$ cat src/rtl/mips_ctrl_pkg.sv
// Shared definitions for the multi-cycle MIPS control sequencer.
// Contents: opcode/funct encodings, FSM state enum, and the select codes driven
// onto the datapath muxes (ALU op, PC source, register destination, writeback
// source, ALU B operand) plus the halt error codes.
package mips_ctrl_pkg;

    // Instruction encodings (IR[31:26] and IR[5:0]).
    localparam logic [5:0] OP_RTYPE = 6'b000000;
    localparam logic [5:0] OP_ADDI  = 6'b001000;
    localparam logic [5:0] OP_LW    = 6'b100011;
    localparam logic [5:0] OP_SW    = 6'b101011;
    localparam logic [5:0] OP_BEQ   = 6'b000100;
    localparam logic [5:0] OP_BNE   = 6'b000101;
    localparam logic [5:0] OP_J     = 6'b000010;
    localparam logic [5:0] OP_JAL   = 6'b000011;
    localparam logic [5:0] OP_LUI   = 6'b001111;
    localparam logic [5:0] OP_PRINT = 6'b111111;
    localparam logic [5:0] FN_JR    = 6'b001000;

    // ALU operation select.
    localparam logic [1:0] ALUOP_ADD   = 2'b00;
    localparam logic [1:0] ALUOP_SUB   = 2'b01;
    localparam logic [1:0] ALUOP_FUNCT = 2'b10;

    // PC source select.
    localparam logic [1:0] PCSRC_ALU    = 2'b00;
    localparam logic [1:0] PCSRC_ALUOUT = 2'b01;
    localparam logic [1:0] PCSRC_JUMP   = 2'b10;
    localparam logic [1:0] PCSRC_REGA   = 2'b11;

    // Register-file destination select.
    localparam logic [1:0] REGDST_RT = 2'b00;
    localparam logic [1:0] REGDST_RD = 2'b01;
    localparam logic [1:0] REGDST_RA = 2'b10;

    // Register-file writeback source select.
    localparam logic [1:0] WB_ALUOUT = 2'b00;
    localparam logic [1:0] WB_MDR    = 2'b01;
    localparam logic [1:0] WB_LUI    = 2'b10;
    localparam logic [1:0] WB_PC     = 2'b11;

    // ALU B operand select.
    localparam logic [1:0] ALUB_REGB    = 2'b00;
    localparam logic [1:0] ALUB_FOUR    = 2'b01;
    localparam logic [1:0] ALUB_IMM     = 2'b10;
    localparam logic [1:0] ALUB_IMM_SH2 = 2'b11;

    // Halt cause reported on error_code.
    localparam logic [1:0] ERR_NONE    = 2'b00;
    localparam logic [1:0] ERR_ILLEGAL = 2'b01;
    localparam logic [1:0] ERR_TIMEOUT = 2'b10;

    typedef enum logic [4:0] {
        S_IDLE, S_FETCH, S_DECODE,
        S_REXEC, S_RWB, S_IEXEC, S_IWB,
        S_MADDR, S_MREAD, S_MWB, S_MWRITE,
        S_BRANCH, S_JUMP, S_JAL, S_JR, S_LUI,
        S_PRINT, S_HALT
    } state_t;

    // States that sit waiting on an external ready handshake.
    function automatic logic is_wait_state(input state_t s);
        return (s == S_FETCH) || (s == S_MREAD) || (s == S_MWRITE) || (s == S_PRINT);
    endfunction

endpackage

$ cat src/rtl/ctrl_wait_timer.sv
// Handshake wait timer.
// Counts cycles spent waiting for a ready that has not arrived. The count
// returns to zero whenever the sequencer is outside a wait state or the
// awaited handshake completes, so every entry into a wait state starts at 0.
// Ports:
//   clk, rst_n  clock and synchronous active-low reset
//   i_clear     force the count to zero (not in a wait state)
//   i_enable    sequencer is in a wait state this cycle
//   i_ready     the awaited ready is high this cycle
//   o_timeout   this is the TIMEOUT_CYCLES-th consecutive cycle without ready
module ctrl_wait_timer #(
    parameter int unsigned TIMEOUT_CYCLES = 255
) (
    input  logic clk,
    input  logic rst_n,
    input  logic i_clear,
    input  logic i_enable,
    input  logic i_ready,
    output logic o_timeout
);

    localparam logic [15:0] LAST_WAIT = 16'(TIMEOUT_CYCLES - 1);

    logic [15:0] r_cnt;

    always_ff @(posedge clk) begin
        if (!rst_n) begin
            r_cnt <= '0;
        end else if (i_clear || (i_enable && i_ready)) begin
            r_cnt <= '0;
        end else if (i_enable) begin
            r_cnt <= r_cnt + 16'd1;
        end
    end

    // A ready arriving on the final allowed cycle still wins.
    assign o_timeout = i_enable && !i_ready && (r_cnt == LAST_WAIT);

endmodule

$ cat src/rtl/multicycle_ctrl_fsm.sv
// Multi-cycle MIPS control sequencer.
// Walks each instruction through FETCH/DECODE/EXEC/MEM/WB and drives the
// datapath mux selects and write enables. Memory and print handshakes are
// guarded by a wait timer; an illegal opcode or an expired wait parks the
// sequencer in HALT until reset. Retired instructions are counted (wrapping).
// Ports:
//   clk, rst_n          clock and synchronous active-low reset
//   opcode, funct       IR[31:26] and IR[5:0], stable after the IR load
//   mem_ready           memory completes the requested access this cycle
//   print_ready         print sink accepts the offered value this cycle
//   pc_write*, pc_source, i_or_d, mem_read, mem_write, ir_write, reg_dst,
//   mem_to_reg, reg_write, alu_src_a, alu_src_b, alu_op, print_valid
//                       per-cycle datapath controls
//   halted, error_code  sticky halt flag and its cause
//   retired             completed-instruction count
module multicycle_ctrl_fsm
    import mips_ctrl_pkg::*;
#(
    parameter int unsigned TIMEOUT_CYCLES = 255,
    parameter int unsigned CNT_W          = 32
) (
    input  logic             clk,
    input  logic             rst_n,
    input  logic [5:0]       opcode,
    input  logic [5:0]       funct,
    input  logic             mem_ready,
    input  logic             print_ready,
    output logic             pc_write,
    output logic             pc_write_cond,
    output logic             pc_write_cond_ne,
    output logic [1:0]       pc_source,
    output logic             i_or_d,
    output logic             mem_read,
    output logic             mem_write,
    output logic             ir_write,
    output logic [1:0]       reg_dst,
    output logic [1:0]       mem_to_reg,
    output logic             reg_write,
    output logic             alu_src_a,
    output logic [1:0]       alu_src_b,
    output logic [1:0]       alu_op,
    output logic             print_valid,
    output logic             halted,
    output logic [1:0]       error_code,
    output logic [CNT_W-1:0] retired
);

    state_t           r_state;
    state_t           w_next_state;
    logic [1:0]       r_err;
    logic [1:0]       w_err_next;
    logic [CNT_W-1:0] r_retired;
    logic             w_retire;
    logic             w_wait;
    logic             w_ready;
    logic             w_timeout;

    assign w_wait  = is_wait_state(r_state);
    assign w_ready = (r_state == S_PRINT) ? print_ready : mem_ready;

    ctrl_wait_timer #(
        .TIMEOUT_CYCLES(TIMEOUT_CYCLES)
    ) u_wait_timer (
        .clk      (clk),
        .rst_n    (rst_n),
        .i_clear  (!w_wait),
        .i_enable (w_wait),
        .i_ready  (w_ready),
        .o_timeout(w_timeout)
    );

    // NOTE: state is updated with non-blocking assignments so every register
    // samples the pre-edge values, independent of process ordering.
    always_ff @(posedge clk) begin
        if (!rst_n) begin
            r_state   <= S_IDLE;
            r_err     <= ERR_NONE;
            r_retired <= '0;
        end else begin
            r_state <= w_next_state;
            r_err   <= w_err_next;
            if (w_retire) begin
                r_retired <= r_retired + CNT_W'(1);
            end
        end
    end

    assign halted     = (r_state == S_HALT);
    assign error_code = r_err;
    assign retired    = r_retired;

    always_comb begin
        // NOTE: every output and next-state signal gets a default first, so
        // no path through the case below can leave one unassigned (no latch).
        w_next_state     = r_state;
        w_err_next       = r_err;
        w_retire         = 1'b0;
        pc_write         = 1'b0;
        pc_write_cond    = 1'b0;
        pc_write_cond_ne = 1'b0;
        pc_source        = PCSRC_ALU;
        i_or_d           = 1'b0;
        mem_read         = 1'b0;
        mem_write        = 1'b0;
        ir_write         = 1'b0;
        reg_dst          = REGDST_RT;
        mem_to_reg       = WB_ALUOUT;
        reg_write        = 1'b0;
        alu_src_a        = 1'b0;
        alu_src_b        = ALUB_REGB;
        alu_op           = ALUOP_ADD;
        print_valid      = 1'b0;

        case (r_state)
            S_IDLE: w_next_state = S_FETCH;

            S_FETCH: begin
                mem_read  = 1'b1;
                alu_src_b = ALUB_FOUR;
                // PC+4 and the IR load only commit when the fetch completes.
                if (mem_ready) begin
                    ir_write     = 1'b1;
                    pc_write     = 1'b1;
                    w_next_state = S_DECODE;
                end else if (w_timeout) begin
                    w_next_state = S_HALT;
                    w_err_next   = ERR_TIMEOUT;
                end
            end

            S_DECODE: begin
                alu_src_b = ALUB_IMM_SH2;
                case (opcode)
                    OP_RTYPE:      w_next_state = (funct == FN_JR) ? S_JR : S_REXEC;
                    OP_ADDI:       w_next_state = S_IEXEC;
                    OP_LW, OP_SW:  w_next_state = S_MADDR;
                    OP_BEQ, OP_BNE: w_next_state = S_BRANCH;
                    OP_J:          w_next_state = S_JUMP;
                    OP_JAL:        w_next_state = S_JAL;
                    OP_LUI:        w_next_state = S_LUI;
                    OP_PRINT:      w_next_state = S_PRINT;
                    default: begin
                        w_next_state = S_HALT;
                        w_err_next   = ERR_ILLEGAL;
                    end
                endcase
            end

            S_REXEC: begin
                alu_src_a    = 1'b1;
                alu_op       = ALUOP_FUNCT;
                w_next_state = S_RWB;
            end

            S_IEXEC, S_MADDR: begin
                alu_src_a = 1'b1;
                alu_src_b = ALUB_IMM;
                // opcode still comes from the held IR, so it selects lw vs sw here.
                if (r_state == S_IEXEC) begin
                    w_next_state = S_IWB;
                end else begin
                    w_next_state = (opcode == OP_SW) ? S_MWRITE : S_MREAD;
                end
            end

            S_MREAD: begin
                mem_read = 1'b1;
                i_or_d   = 1'b1;
                if (mem_ready) begin
                    w_next_state = S_MWB;
                end else if (w_timeout) begin
                    w_next_state = S_HALT;
                    w_err_next   = ERR_TIMEOUT;
                end
            end

            S_MWRITE: begin
                mem_write = 1'b1;
                i_or_d    = 1'b1;
                if (mem_ready) begin
                    w_next_state = S_FETCH;
                    w_retire     = 1'b1;
                end else if (w_timeout) begin
                    w_next_state = S_HALT;
                    w_err_next   = ERR_TIMEOUT;
                end
            end

            S_PRINT: begin
                // Reg A stays selected, so the offered value is stable while waiting.
                print_valid = 1'b1;
                if (print_ready) begin
                    w_next_state = S_FETCH;
                    w_retire     = 1'b1;
                end else if (w_timeout) begin
                    w_next_state = S_HALT;
                    w_err_next   = ERR_TIMEOUT;
                end
            end

            S_RWB, S_IWB, S_MWB, S_BRANCH, S_JUMP, S_JAL, S_JR, S_LUI: begin
                w_next_state = S_FETCH;
                w_retire     = 1'b1;
                case (r_state)
                    S_RWB: begin
                        reg_dst   = REGDST_RD;
                        reg_write = 1'b1;
                    end
                    S_IWB: reg_write = 1'b1;
                    S_MWB: begin
                        mem_to_reg = WB_MDR;
                        reg_write  = 1'b1;
                    end
                    S_BRANCH: begin
                        alu_src_a        = 1'b1;
                        alu_op           = ALUOP_SUB;
                        pc_source        = PCSRC_ALUOUT;
                        pc_write_cond    = (opcode == OP_BEQ);
                        pc_write_cond_ne = (opcode == OP_BNE);
                    end
                    S_JUMP: begin
                        pc_write  = 1'b1;
                        pc_source = PCSRC_JUMP;
                    end
                    S_JAL: begin
                        pc_write   = 1'b1;
                        pc_source  = PCSRC_JUMP;
                        reg_write  = 1'b1;
                        reg_dst    = REGDST_RA;
                        mem_to_reg = WB_PC;
                    end
                    S_JR: begin
                        pc_write  = 1'b1;
                        pc_source = PCSRC_REGA;
                    end
                    default: begin
                        // S_LUI
                        reg_write  = 1'b1;
                        mem_to_reg = WB_LUI;
                    end
                endcase
            end

            S_HALT: w_next_state = S_HALT;

            default: w_next_state = S_IDLE;
        endcase
    end

endmodule

$ cat config.mk
export PLATFORM = sky130hd
export DESIGN_NAME = multicycle_ctrl_fsm
export DESIGN_NICKNAME = d
export VERILOG_FILES = /design/src/rtl/mips_ctrl_pkg.sv /design/src/rtl/ctrl_wait_timer.sv /design/src/rtl/multicycle_ctrl_fsm.sv
export SDC_FILE = /design/constraint.sdc
export NUM_CORES = 1
export LEC_CHECK = 0
export BUFFER_PORTS_ARGS = -buffer_cell sky130_fd_sc_hd__buf_2
export CELL_PAD_IN_SITES_DETAIL_PLACEMENT = 1
export CELL_PAD_IN_SITES_GLOBAL_PLACEMENT = 1
export CORE_MARGIN = 4
export CORE_UTILIZATION = 37
export CTS_BUF_LIST = sky130_fd_sc_hd__clkbuf_8
export DETAILED_ROUTE_END_ITERATION = 10
export PLACE_DENSITY_LB_ADDON = 0.25
export SYNTH_ARGS = -nofsm -noshare
export SYNTH_HDL_FRONTEND = slang
export SYNTH_SLANG_ARGS = --single-unit
$ cat constraint.sdc
create_clock -name clk -period 2.12 [get_ports clk]
set_input_delay 0.212 -clock clk [delete_from_list [all_inputs] [get_ports clk]]
set_output_delay 0.212 -clock clk [all_outputs]
set_load 0.01 [all_outputs]
==> Yosys cells after proc, flatten, opt, wreduce, memory -nomap -nowiden <==
Index checks and enable logic that the tools add are counted.
{ "op_classes": {"n_bitwise": 1, "n_reduce_logical": 28, "eq_ne": 31, "add_sub_neg": 2, "shift": 0, "n_lt_le_gt_ge": 0, "mux": 43, "n_div": 0, "mul": 0} }
{ "ops": {"columns": ["cell", "count"], "rows": [
  ["$pmux W5 S9", 1],
  ["$eq A5 B4 Y1 const B", 8],
  ["$pmux W5 S8", 1],
  ["$add A32 B1 Y32 const B", 1],
  ["$mux W5", 5],
  ["$pmux W2 S3", 4],
  ["$eq A5 B3 Y1 const B", 4],
  ["$eq A6 B4 Y1 const B", 3],
  ["$eq A6 B6 Y1 const B", 3],
  ["$mux W1", 17],
  ["$add A16 B1 Y16 const B", 1],
  ["$eq A16 B8 Y1 const B", 1],
  ["$mux W2", 8],
  ["$reduce_or A2 Y1", 7],
  ["$eq A6 B2 Y1 const B", 2],
  ["$eq A6 B3 Y1 const B", 2],
  ["$reduce_or A3 Y1", 4],
  ["$eq A5 B2 Y1 const B", 2],
  ["$eq A5 B5 Y1 const B", 2],
  ["$reduce_or A10 Y1", 1],
  ["$reduce_or A9 Y1", 1],
  ["$mux W4", 2],
  ["$pmux W2 S2", 2],
  ["$reduce_or A8 Y1", 1],
  ["other kinds (13)", 22]
]} }
{ "word_totals": {"latch_bits": 0, "memories": 0, "inputBits": 16, "romBits": 0, "mem_bits_rw": 0, "register_bits": 55} }

==> Depth between registers and ports, before layout <==
Gate-level depths: netlist of run 1.
{ "depth": {"word_depth": 9, "ltp_mapped": 8} }

==> By module <==
From an unflattened synthesis of run 1, not the netlist that was laid out.
{ "unflattened": {"cells_unflattened": 405, "area_unflattened_um2": 3316.9} }
{ "modules_own_cells": {"columns": ["module", "area_per_inst_um2", "seq_area_each_um2", "instances", "cells_per_inst"], "rows": [
  ["multicycle_ctrl_fsm", 2518.7, 780.7, 1, 316],
  ["ctrl_wait_timer", 798.3, 320.3, 1, 89]
]} }

==> Worst setup path after synthesis of run 1 <==
Ideal clock, no wire load.
{ "synth_path": {"kind": "register to output", "start": "reg r_state[0]", "end": "out pc_write_cond_ne", "stages_incl_launch_ff": 8, "arrival_time_ps": 2044, "path_slack_ps": -136, "t_required_ps": 1908, "n_path_buf": 3, "cell_sequence": "dfxtp_1 -> buf_2 -> buf_1 -> buf_1 -> nand2_1 -> nor3_1 -> nand4b_1 -> nor3b_1"} }
{ "synth_via": {"elab_chain_cells": 3, "elab_cells_between_ends": 11, "cone_classes": "eq/ne (8); mux (2); reduce/logical (1)"} }
{ "synth_rtl": {"columns": ["item", "line_no", "rtl"], "rows": [
  ["start: declaration", "multicycle_ctrl_fsm.sv:48", "state_t r_state;"],
  ["start signal: assignment", "multicycle_ctrl_fsm.sv:80", "r_state <= w_next_state;"],
  ["$eq A5 B4 Y1 (tied with other cells)", "multicycle_ctrl_fsm.sv:114, multicycle_ctrl_fsm.sv:204", null],
  ["$reduce_or A8 Y1 / $mux W1 (equally long branches)", "multicycle_ctrl_fsm.sv:114, multicycle_ctrl_fsm.sv:204", null],
  ["$mux W1 *", "multicycle_ctrl_fsm.sv:114", "case (r_state)"],
  ["end: declaration", "multicycle_ctrl_fsm.sv:30", "output logic pc_write_cond_ne,"]
]} }
Every way passes the cells marked *; elsewhere a longest branch is shown, timed or not.

==> Worst setup path after layout of run 1 <==
{ "layout_path": {"start": "reg r_state[2]", "end": "reg r_state[3]"} }
{ "layout_via": {"elab_chain_cells": 9, "elab_cells_between_ends": 34, "cone_classes": "eq/ne (17); mux (8); reduce/logical (9)"} }
{ "layout_rtl": {"columns": ["item", "line_no", "rtl"], "rows": [
  ["$eq A5 B1 Y1 / $eq A5 B4 Y1 (equally long branches)", "mips_ctrl_pkg.sv:63, multicycle_ctrl_fsm.sv:114", null],
  ["$logic_or A1 B1 Y1 (3 in a row)", "mips_ctrl_pkg.sv:63", "return (s == S_FETCH) || (s == S_MREAD) || (s == S_MWRITE) || (s == S_PRINT);"],
  ["$logic_and A1 B1 Y1 (2 in a row)", "ctrl_wait_timer.sv:37", "assign o_timeout = i_enable && !i_ready && (r_cnt == LAST_WAIT);"],
  ["$mux W5", null, null],
  ["$mux W5, on equally long branches", null, null],
  ["$pmux W5 S9 *", "multicycle_ctrl_fsm.sv:114", null]
]} }
Marked as above.
A chain may end at the register's enable or synchronous reset.

==> results.py, run 1 <==
metrics = {
    "power_and_ir_drop": {
        "irDropWorstVdd_mv": 0.2767,
        "p_comb_share_pct": 13.5,
        "p_leak_nw": 1.623,
        "p_int_w": 0.001540,
        "p_clk_share_pct": 36.1,
        "swShare_pct": 26.59,
        "p_switching_w": 0.0005579,
        "p_seq_share_pct": 50.4,
        "p_per_area_nw_per_um2": 497.6,
    },
    "job": {
        "max_cap_viol_count": 0,
    },
    "synthesis": {
        "synth.largest_area_cell": "dfxtp_1",
        "syn-num-nets": 441,
        "synth-edff-count": 0,
        "syn_avg_cell_area_um2": 7.999,
        "synth_cell_type_count": 60,
        "synthFlopType": "dfxtp_1",
        "syn_inst": 422,
        "synth_warnings": 0,
        "synth_top_area_share_pct": 32.62,
        "synth_area_leaders": "dfxtp_1 (33%), nor2_1 (6.1%), xnor2_1 (4.7%)",
        "seq_area_frac_synth_pct": 32.62,
        "synth.ff_latch_count": 55,
        "syn_area_um2": 3376,
        "synth_commonest_cells": "dfxtp_1 (55), nor2_1 (55), a21oi_1 (25)",
        "async_flop_share_pct": 0,
    },
    "cts": {
        "clock_latency_ns": 0.32,
        "cts_buffer_depth": 2,
        "cts_root_buf": "clkbuf_8",
        "cts-buffers-inserted": 5,
        "cts_max_level": 2,
        "clock-sinks": 55,
        "cts_tree": "done",
        "clk_pin_slew_ns": 0.11,
    },
    "placement": {
        "place.gp.congestion": 0.8258,
        "dpl-instance-area_um2": 3940,
        "dp.cells": 598,
        "hpwlAfterDp_mm": 7.524,
        "portBuffers": 70,
    },
    "timing": {
        "post-route-min-period_ns": 2.073,
        "hold_viol": 0,
        "fmax_mhz": 482.4,
        "tightest_slew_ns": 0.4244,
        "finalSetupViolCount": 0,
        "finClkSkew_ns": 0.01500,
        "slew_violations": 0,
        "fin_crit_sh_pct": 97.78,
        "slew_headroom_pct": 71.41,
        "tns_ns": 0,
    },
    "cells_and_area": {
        "fillers": 1096,
        "drive_gt1_share_pct": 27.17,
        "antenna_cells": 0,
        "multi_input_area_um2": 2180,
        "nNetsFinal": 526,
        "fin_area_um2": 4217,
        "seq_area_um2": 1107,
        "final_cells": 616,
        "area_growth_pct": 24.91,
    },
    "status": {
        "outcome": "finished clean",
    },
    "critical_path": {
        "cp_data_arrival_time_ns": 2.26,
        "worstSetupPathType": "reg -> reg",
        "path_max_fanout": 28,
        "slowest_stage": "o41ai_1",
        "path_cells": "buf_6, or3_1, or2_2, a211o_1, o41ai_1",
        "cp_slowest_stage_delay_ns": 0.42,
        "cp.required_ns": 2.30,
        "setup.worst_path.end_class": "flop",
        "setup.worst_path.start_class": "flop",
    },
    "route": {
        "wl_met3_um": 346,
        "wl_met2_mm": 5.132,
        "routed_wl_mm": 10.35,
        "final_antenna_net_count": 0,
        "wl_met1_mm": 4.715,
        "wl_per_cell_um": 16.80,
        "drt_iter0_drc": 123,
        "top_layer": "met4",
        "dr.pass1.iters": 4,
        "via_per_inst": 5.631,
        "drc": 0,
        "routed-via-count": 3469,
    },
    "floorplanning": {
        "ios": 71,
        "die_w_um": 103.5,
        "rows": 34,
        "core_area_um2": 8806,
        "die-area_um2": 10720,
        "initial_core_util_pct": 38.33,
        "fp.dieH_um": 103.5,
    },
    "hold_path": {
        "hp-class": "in -> reg",
    },
    "global_routing": {
        "grt_pass1_wl_mm": 16.92,
        "antenna_found_initial": 0,
        "grt.overflow.total": 0,
        "grt_start_max_net_pins": 33,
        "grt_usage_pct": 18.28,
        "grt_pass1_vias": 3399,
    },
}
[cells by family after synthesis]
| kind of cell | synth area share (%) |
|---|---|
| simple gates | 32.28 |
| compound gates | 19.09 |
| flops | 32.62 |
| buf+inv | 4.930 |
| xor+xnor | 9.081 |
| mux | 0.8896 |
| fa+ha+maj | 1.112 |
[sequential cells by signal (all words and copies together), names as in the netlist]
signal              flops
r_state                 5
error_code              2
retired                32
u_wait_timer.r_cnt     16
[final cells by class]
cell class                      instances  share of cell area, %
Clock inverter                          2                 0.9199
Multi-Input combinational cell        329                  51.69
Timing Repair Buffer                  105                  14.99
Inverter                               11                 0.9792
Clock buffer                            6                  1.958
Sequential cell                        55                  26.26
Tap cell                              108                  3.205
[routing by layer]
layer / GRT usage, % / vias to the layer above
met3: 2.923 / 15
met4: 4.274 / 0
met2: 32.66 / 54
met1: 23.09 / 1682
li1: - / 1718
met5: 0 / -
[path summary, 6_finish.rpt]
kind | start | to | slack (ns) | depth (start not counted)
min reg2reg | retired[30]$_SDFFE_PN0P_ | retired[30]$_SDFFE_PN0P_ | 0.52 | 2
max | r_state[2]$_SDFF_PN0_ | r_state[3]$_SDFF_PN0_ | 0.05 | 5
min | rst_n | error_code[0]$_SDFFE_PN0P_ | 0.19 | 3
max reg2reg | r_state[2]$_SDFF_PN0_ | r_state[3]$_SDFF_PN0_ | 0.05 | 5
[stage by stage]
step           hold WS [ns]  setup slack [ns]  util (%)  power [W]
2_1_floorplan        0.3126            0.1033         -   0.001250
3_3_place_gp         0.4651           0.06517     44.74   0.001341
3_5_place_dp         0.4973          -0.03463     44.74   0.001348
4_1_cts              0.1846          0.002803     46.31   0.002109
5_1_grt              0.2000          -0.06816     47.88   0.002184
6_report             0.1900           0.04698     47.88   0.002098
[cell usage in the layout (no fill, tap or decap), types with 3 or more instances in the layout]
cell and count:
nand2b_1 9, and2_1 5, nor4b_1 7, nand2_1 21
or3_1 14, a21oi_2 4, mux2i_1 3, xor2_1 17
buf_4 30, dfxtp_1 52, o41ai_1 3, nor3_1 11
and3_1 7, clkbuf_8 6, nor4_1 9, o31ai_1 3
nand4_1 9, buf_2 70, inv_1 11, nand3_1 16
a21oi_1 21, nor2b_1 3, buf_6 5, o211ai_1 5
o2111ai_1 9, nor2_1 55, or4_1 4, and4_1 4
ha_1 3, nor3b_1 6, a211oi_1 3, xnor2_1 18
o21ai_0 17, a31oi_1 4
[critical path: cells and delay by family, from the launching register on]
| family | cells | cell delay [ns] |
|---|---|---|
| compound gates | 2 | 0.70 |
| flops | 1 | 0.34 |
| buf+inv | 1 | 0.17 |
| simple gates | 2 | 0.74 |
[power groups by stage]
stage          combinational [W]  clock [W]  sequential [W]
6_report                0.000284   0.000757         0.00106
4_1_cts                 0.000275   0.000778         0.00106
3_5_place_dp            0.000268          0         0.00108
2_1_floorplan           0.000179          0         0.00107
5_1_grt                 0.000313   0.000812         0.00106
3_3_place_gp            0.000263          0         0.00108
[what timing repair did]
action | CTS | global route
pin swaps | 1 | 11
gates cloned | 0 | 1
setup buffers | 0 | 9
gates resized for setup | 4 | 16
setup endpoints to repair | 5 | 21
endpoints found under the hold margin | 0 | 0
hold buffers | 0 | 0
(Power assumes the default switching activity.)
==> run 2: changes to the inputs <==
--- a/config.mk
+++ b/config.mk
@@ -6,7 +6,7 @@
 export NUM_CORES = 1
 export LEC_CHECK = 0
 export BUFFER_PORTS_ARGS = -buffer_cell sky130_fd_sc_hd__buf_2
-export CELL_PAD_IN_SITES_DETAIL_PLACEMENT = 1
+export CELL_PAD_IN_SITES_DETAIL_PLACEMENT = 0
 export CELL_PAD_IN_SITES_GLOBAL_PLACEMENT = 1
 export CORE_MARGIN = 4
 export CORE_UTILIZATION = 37
==> run 2 against run 1 <==
Utilization shrank 0.87 points; clock power is 20% lower; first-iteration DRC count grew 4.1%; critical path type unchanged.
==> results.py, run 2 (synthesis gave the netlist of run 1 again) <==
metrics = {
    "status": {
        "outcome": "finished clean",
    },
    "cells_and_area": {
        "fin_area_um2": 4140,
        "layout_common_cells": "buf_2 (70), nor2_1 (55), dfxtp_1 (52)",
        "final_cells": 613,
        "largest_reg_flops": 32,
        "final_common_cell": "buf_2",
        "post-route-util_pct": 47.02,
        "nNetsFinal": 523,
        "antenna_cells": 0,
        "drive_gt1_share_pct": 25.35,
        "area_growth_pct": 22.65,
    },
    "cts": {
        "cts_root_buf": "clkbuf_8",
        "clk_pin_slew_ns": 0.11,
        "cts_buffer_depth": 2,
        "cts-buffers-inserted": 5,
        "clock-sinks": 55,
        "clock_latency_ns": 0.32,
        "ctsHoldBuffers": 0,
        "cts_tree": "done",
        "cts_max_level": 2,
    },
    "critical_path": {
        "critPathTopFamily": "simple AND/OR/NAND/NOR gates",
        "path_max_fanout": 5,
        "setup.worst_path.start_class": "flop",
        "cp.buffers_inverters": 1,
        "regToRegSetupSlack_ns": 0.09,
        "cp_data_arrival_time_ns": 2.29,
        "cp.required_ns": 2.37,
        "reg2reg_from": "r_state[3]$_SDFF_PN0_",
        "path_cells": "or3b_4, nor4b_4, buf_4, o2111ai_4, or3_1, a21oi_1",
        "setup.worst_path.end_class": "flop",
        "slowest_stage": "or3b_4",
        "cp_slowest_stage_delay_ns": 0.41,
        "r2r_cells": 6,
        "r2r_end": "retired[31]$_SDFFE_PN0P_",
        "worstSetupPathType": "reg -> reg",
    },
    "global_routing": {
        "grt_start_max_net_pins": 33,
        "antenna_found_initial": 0,
        "grt_pass1_wl_mm": 15.26,
        "grt_pass1_vias": 3201,
        "grt.overflow.total": 0,
        "grt_usage_pct": 16.47,
    },
    "hold_path": {
        "holdPathStages": 2,
        "hold_start": "opcode[4]",
        "hold_end": "r_state[3]$_SDFF_PN0_",
        "hp-class": "in -> reg",
    },
    "power_and_ir_drop": {
        "p_clk_share_pct": 31.2,
        "p_seq_share_pct": 54.8,
        "p_comb_share_pct": 14.0,
        "irDropWorstVdd_mv": 0.2485,
        "p_per_area_nw_per_um2": 466.2,
        "p_switching_w": 0.0005423,
        "p_leak_nw": 1.585,
        "p_int_w": 0.001388,
        "swShare_pct": 28.10,
    },
    "timing": {
        "slew_violations": 0,
        "finalSetupViolCount": 0,
        "hold_ws_ns": 0.1610,
        "fmax_mhz": 491.5,
        "fin_crit_sh_pct": 95.98,
        "rsz0062_at_grt": "yes",
        "slew_headroom_pct": 73.34,
        "finClkSkew_ns": 0.01260,
        "post-route-min-period_ns": 2.035,
        "tns_ns": 0,
        "tightest_slew_ns": 0.3898,
        "hold_viol": 0,
    },
    "floorplanning": {
        "ios": 71,
        "rows": 34,
        "core_area_um2": 8806,
        "fp.dieH_um": 103.5,
        "die_w_um": 103.5,
        "die-area_um2": 10720,
        "initial_core_util_pct": 38.33,
    },
    "route": {
        "via_per_inst": 5.434,
        "drt_iter0_drc": 128,
        "wl_per_cell_um": 14.44,
        "dr.pass1.iters": 4,
        "drc": 0,
        "routed_wl_mm": 8.849,
        "final_antenna_net_count": 0,
        "routed-via-count": 3331,
    },
    "placement": {
        "dp.cells": 598,
        "place.gp.congestion": 0.8258,
        "hpwlAfterDp_mm": 6.461,
        "portBuffers": 70,
        "dpl-instance-area_um2": 3940,
    },
    "job": {
        "max_cap_viol_count": 0,
    },
}
run 2: worst register-to-register path: stages, from the launching register on:
cell and delay (ns):
dfxtp_2 0.34, or3b_4 0.41, nor4b_4 0.35, buf_4 0.20
o2111ai_4 0.14, or3_1 0.40, a21oi_1 0.13
run 2: layout make-up:
| cell class | count | area (um^2) |
|---|---|---|
| fill | 890 | 4666 |
| multi-input combinational | 329 | 2155 |
| sequential | 55 | 1107 |
| timing repair buffer | 102 | 609.3 |
| tap | 108 | 135.1 |
| clock buffer | 5 | 68.82 |
| inverter | 11 | 41.29 |
| clock inverter | 3 | 23.77 |
run 2: repair_timing:
| action | CTS | global route |
|---|---|---|
| resized for setup | 3 | 9 |
| pin swaps | 0 | 10 |
| setup endpoints to repair | 4 | 18 |
| gates cloned | 0 | 1 |
| buffers inserted | 0 | 6 |
run 2: how the worst max path moves through the flow:
stage | startpoint | end | slack (ns) | depth (start not counted)
after floorplan | r_state[4]$_SDFF_PN0_ | retired[18]$_SDFFE_PN0P_ | 0.10 | 7
after global placement | r_state[2]$_SDFF_PN0_ | r_state[3]$_SDFF_PN0_ | 0.07 | 5
after detailed placement | r_state[2]$_SDFF_PN0_ | retired[18]$_SDFFE_PN0P_ | 0.03 | 7
after CTS | r_state[2]$_SDFF_PN0_ | retired[18]$_SDFFE_PN0P_ | 0.005 | 7
after global routing | r_state[3]$_SDFF_PN0_ | retired[31]$_SDFFE_PN0P_ | -0.01 | 6
final | r_state[3]$_SDFF_PN0_ | retired[31]$_SDFFE_PN0P_ | 0.09 | 6
run 2: power by group through the flow:
| stage | registers (W) | logic (W) | clock network [W] |
|---|---|---|---|
| 6_report | 0.00106 | 0.000271 | 0.000602 |
| 5_1_grt | 0.00106 | 0.000302 | 0.000670 |
| 2_1_floorplan | 0.00107 | 0.000179 | 0 |
| 3_5_place_dp | 0.00108 | 0.000262 | 0 |
| 4_1_cts | 0.00106 | 0.000268 | 0.000638 |
| 3_3_place_gp | 0.00108 | 0.000263 | 0 |
run 2: stage by stage:
stage	power (W)	setup slack, ns
finish	0.001930	0.08523
floorplan	0.001250	0.1033
global placement	0.001341	0.06517
detailed placement	0.001341	0.03314
global route	0.002030	-0.01485
CTS	0.001962	0.004995
run 2: routing by layer:
metal	track usage (%)	part of all wire, %	vias to the layer above
met5	0	0	-
met4	3.514	0.82	0
met3	3.172	3.7	5
met2	28.64	46	56
met1	21.23	49	1549
li1	-	-	1721
==> run 3: changes to the inputs <==
--- a/config.mk
+++ b/config.mk
@@ -9,8 +9,7 @@
 export CELL_PAD_IN_SITES_DETAIL_PLACEMENT = 0
 export CELL_PAD_IN_SITES_GLOBAL_PLACEMENT = 1
 export CORE_MARGIN = 4
-export CORE_UTILIZATION = 37
-export CTS_BUF_LIST = sky130_fd_sc_hd__clkbuf_8
+export CORE_UTILIZATION = 36
 export DETAILED_ROUTE_END_ITERATION = 10
 export PLACE_DENSITY_LB_ADDON = 0.25
 export SYNTH_ARGS = -nofsm -noshare
==> run 3 against run 2 <==
Cell count is 0.49% lower; utilization is 1.9 points lower; sequential share of layout area is 0.19 points lower; sequential cell count stayed put; cell area is 0.27% higher; global-route usage is 0.091 points lower; via count is 0.42% higher; sequential power hardly changed; clock skew is 0.0012 ns lower; power is 13% higher; highest routed layer unchanged.
==> results.py, run 3 (synthesis gave the netlist of run 1 again) <==
metrics = {
    "status": {
        "outcome": "finished clean",
    },
    "power_and_ir_drop": {
        "p_total_w": 0.002173,
        "p_per_area_nw_per_um2": 523.5,
        "p_leak_nw": 1.593,
        "irDropWorstVdd_mv": 0.3790,
    },
    "global_routing": {
        "grt_usage_pct": 16.38,
        "antenna_found_initial": 0,
        "grt_start_max_net_pins": 33,
        "grt_pass1_vias": 3165,
        "grt.overflow.total": 0,
        "grt_pass1_wl_mm": 15.44,
    },
    "cells_and_area": {
        "layout_common_cells": "buf_2 (70), nor2_1 (55), dfxtp_1 (54)",
        "fin_area_um2": 4151,
        "largest_reg_flops": 32,
        "post-route-util_pct": 45.14,
        "nNetsFinal": 517,
        "antenna_cells": 0,
        "area_growth_pct": 22.98,
        "drive_gt1_share_pct": 24.65,
        "final_common_cell": "buf_2",
    },
    "route": {
        "via_per_inst": 5.484,
        "drc": 0,
        "wl_per_cell_um": 14.52,
        "drt_iter0_drc": 124,
        "routed_wl_mm": 8.859,
        "final_antenna_net_count": 0,
        "dr.pass1.iters": 4,
        "routed-via-count": 3345,
    },
    "timing": {
        "fmax_mhz": 486.1,
        "tightest_slew_ns": 0.3452,
        "finClkSkew_ns": 0.01139,
        "post-route-min-period_ns": 2.057,
        "slew_headroom_pct": 76.39,
        "finalSetupViolCount": 0,
        "slew_violations": 0,
        "fin_crit_sh_pct": 97.04,
        "hold_viol": 0,
        "tns_ns": 0,
    },
    "floorplanning": {
        "initial_core_util_pct": 36.71,
        "ios": 71,
        "die-area_um2": 10990,
        "die_w_um": 104.8,
        "core_area_um2": 9196,
        "fp.dieH_um": 104.8,
        "rows": 35,
    },
    "placement": {
        "portBuffers": 70,
        "dpl-instance-area_um2": 3956,
        "hpwlAfterDp_mm": 6.485,
        "place.gp.congestion": 0.8319,
    },
    "cts": {
        "cts-buffers-inserted": 5,
        "cts_tree": "done",
        "cts_root_buf": "clkbuf_8",
        "cts_buffer_depth": 2,
        "clk_pin_slew_ns": 0.11,
        "clock-sinks": 55,
        "cts_max_level": 2,
        "clock_latency_ns": 0.31,
    },
    "critical_path": {
        "path_max_fanout": 28,
        "setup.worst_path.start_class": "flop",
        "worstSetupPathType": "reg -> out",
        "cp.required_ns": 1.91,
        "setup.worst_path.end_class": "output pin",
        "cp_data_arrival_time_ns": 1.85,
    },
    "hold_path": {
        "hp-class": "in -> reg",
    },
    "job": {
        "max_cap_viol_count": 0,
    },
}
## run 3: critical path: stages, from the launching register on
cell and delay [ns]:
dfxtp_1 0.34, buf_6 0.18, or3_1 0.39, or2_2 0.34
o21ai_0 0.11, buf_2 0.17
## run 3: path summary, 6_finish.rpt
| path | startpoint | to | slack, ns | depth (start not counted) |
|---|---|---|---|---|
| setup / recovery | r_state[2]$_SDFF_PN0_ | alu_src_b[1] | 0.06 | 5 |
| hold / removal | rst_n | error_code[0]$_SDFFE_PN0P_ | 0.19 | 3 |
| setup reg to reg | r_state[2]$_SDFF_PN0_ | retired[29]$_SDFFE_PN0P_ | 0.12 | 6 |
| hold reg to reg | retired[31]$_SDFFE_PN0P_ | retired[31]$_SDFFE_PN0P_ | 0.50 | 2 |
## run 3: per-layer routing
metal / GRT usage [%] / vias to the layer above / wire length (um)
li1: - / 1693 / -
met1: 22.69 / 1576 / 4403
met2: 26.67 / 68 / 4015
met3: 2.965 / 8 / 358
met4: 3.374 / 0 / 81
met5: 0 / - / 0
## run 3: area by class of cell
cell class | instances | area (um^2)
well taps | 111 | 138.9
inverters | 11 | 41.29
fillers | 964 | 5045
flip-flops and latches | 55 | 1102
multi-input cells | 328 | 2152
repair buffers | 97 | 576.8
clock buffers | 5 | 68.82
clock inverters | 3 | 71.32
## run 3: what timing repair did
item | 4_1_cts | 5_1_grt
setup endpoints to repair | 2 | 14
hold buffers | 0 | 0
resized for setup | 1 | 10
buffers inserted | 0 | 1
pin swaps | 0 | 3
## run 3: where the power goes
group | internal (W) | switching [W] | total (W) | leakage (nW)
clock network | 0.000480 | 0.000369 | 0.000848 | 0.0703
logic | 0.000102 | 0.000165 | 0.000268 | 1.08
registers | 0.00104 | 0.0000152 | 0.00106 | 0.444
## run 3: stage by stage
step / setup WS [ns] / hold slack (ns) / std cells
after CTS: 0.006380 / 0.1755 / 609
after global routing: -0.007901 / 0.1988 / 610
final: 0.06281 / 0.1854 / 610
after floorplan: 0.1033 / 0.3126 / 422
after global placement: 0.08508 / 0.4621 / 601
after detailed placement: 0.03466 / 0.4859 / 601
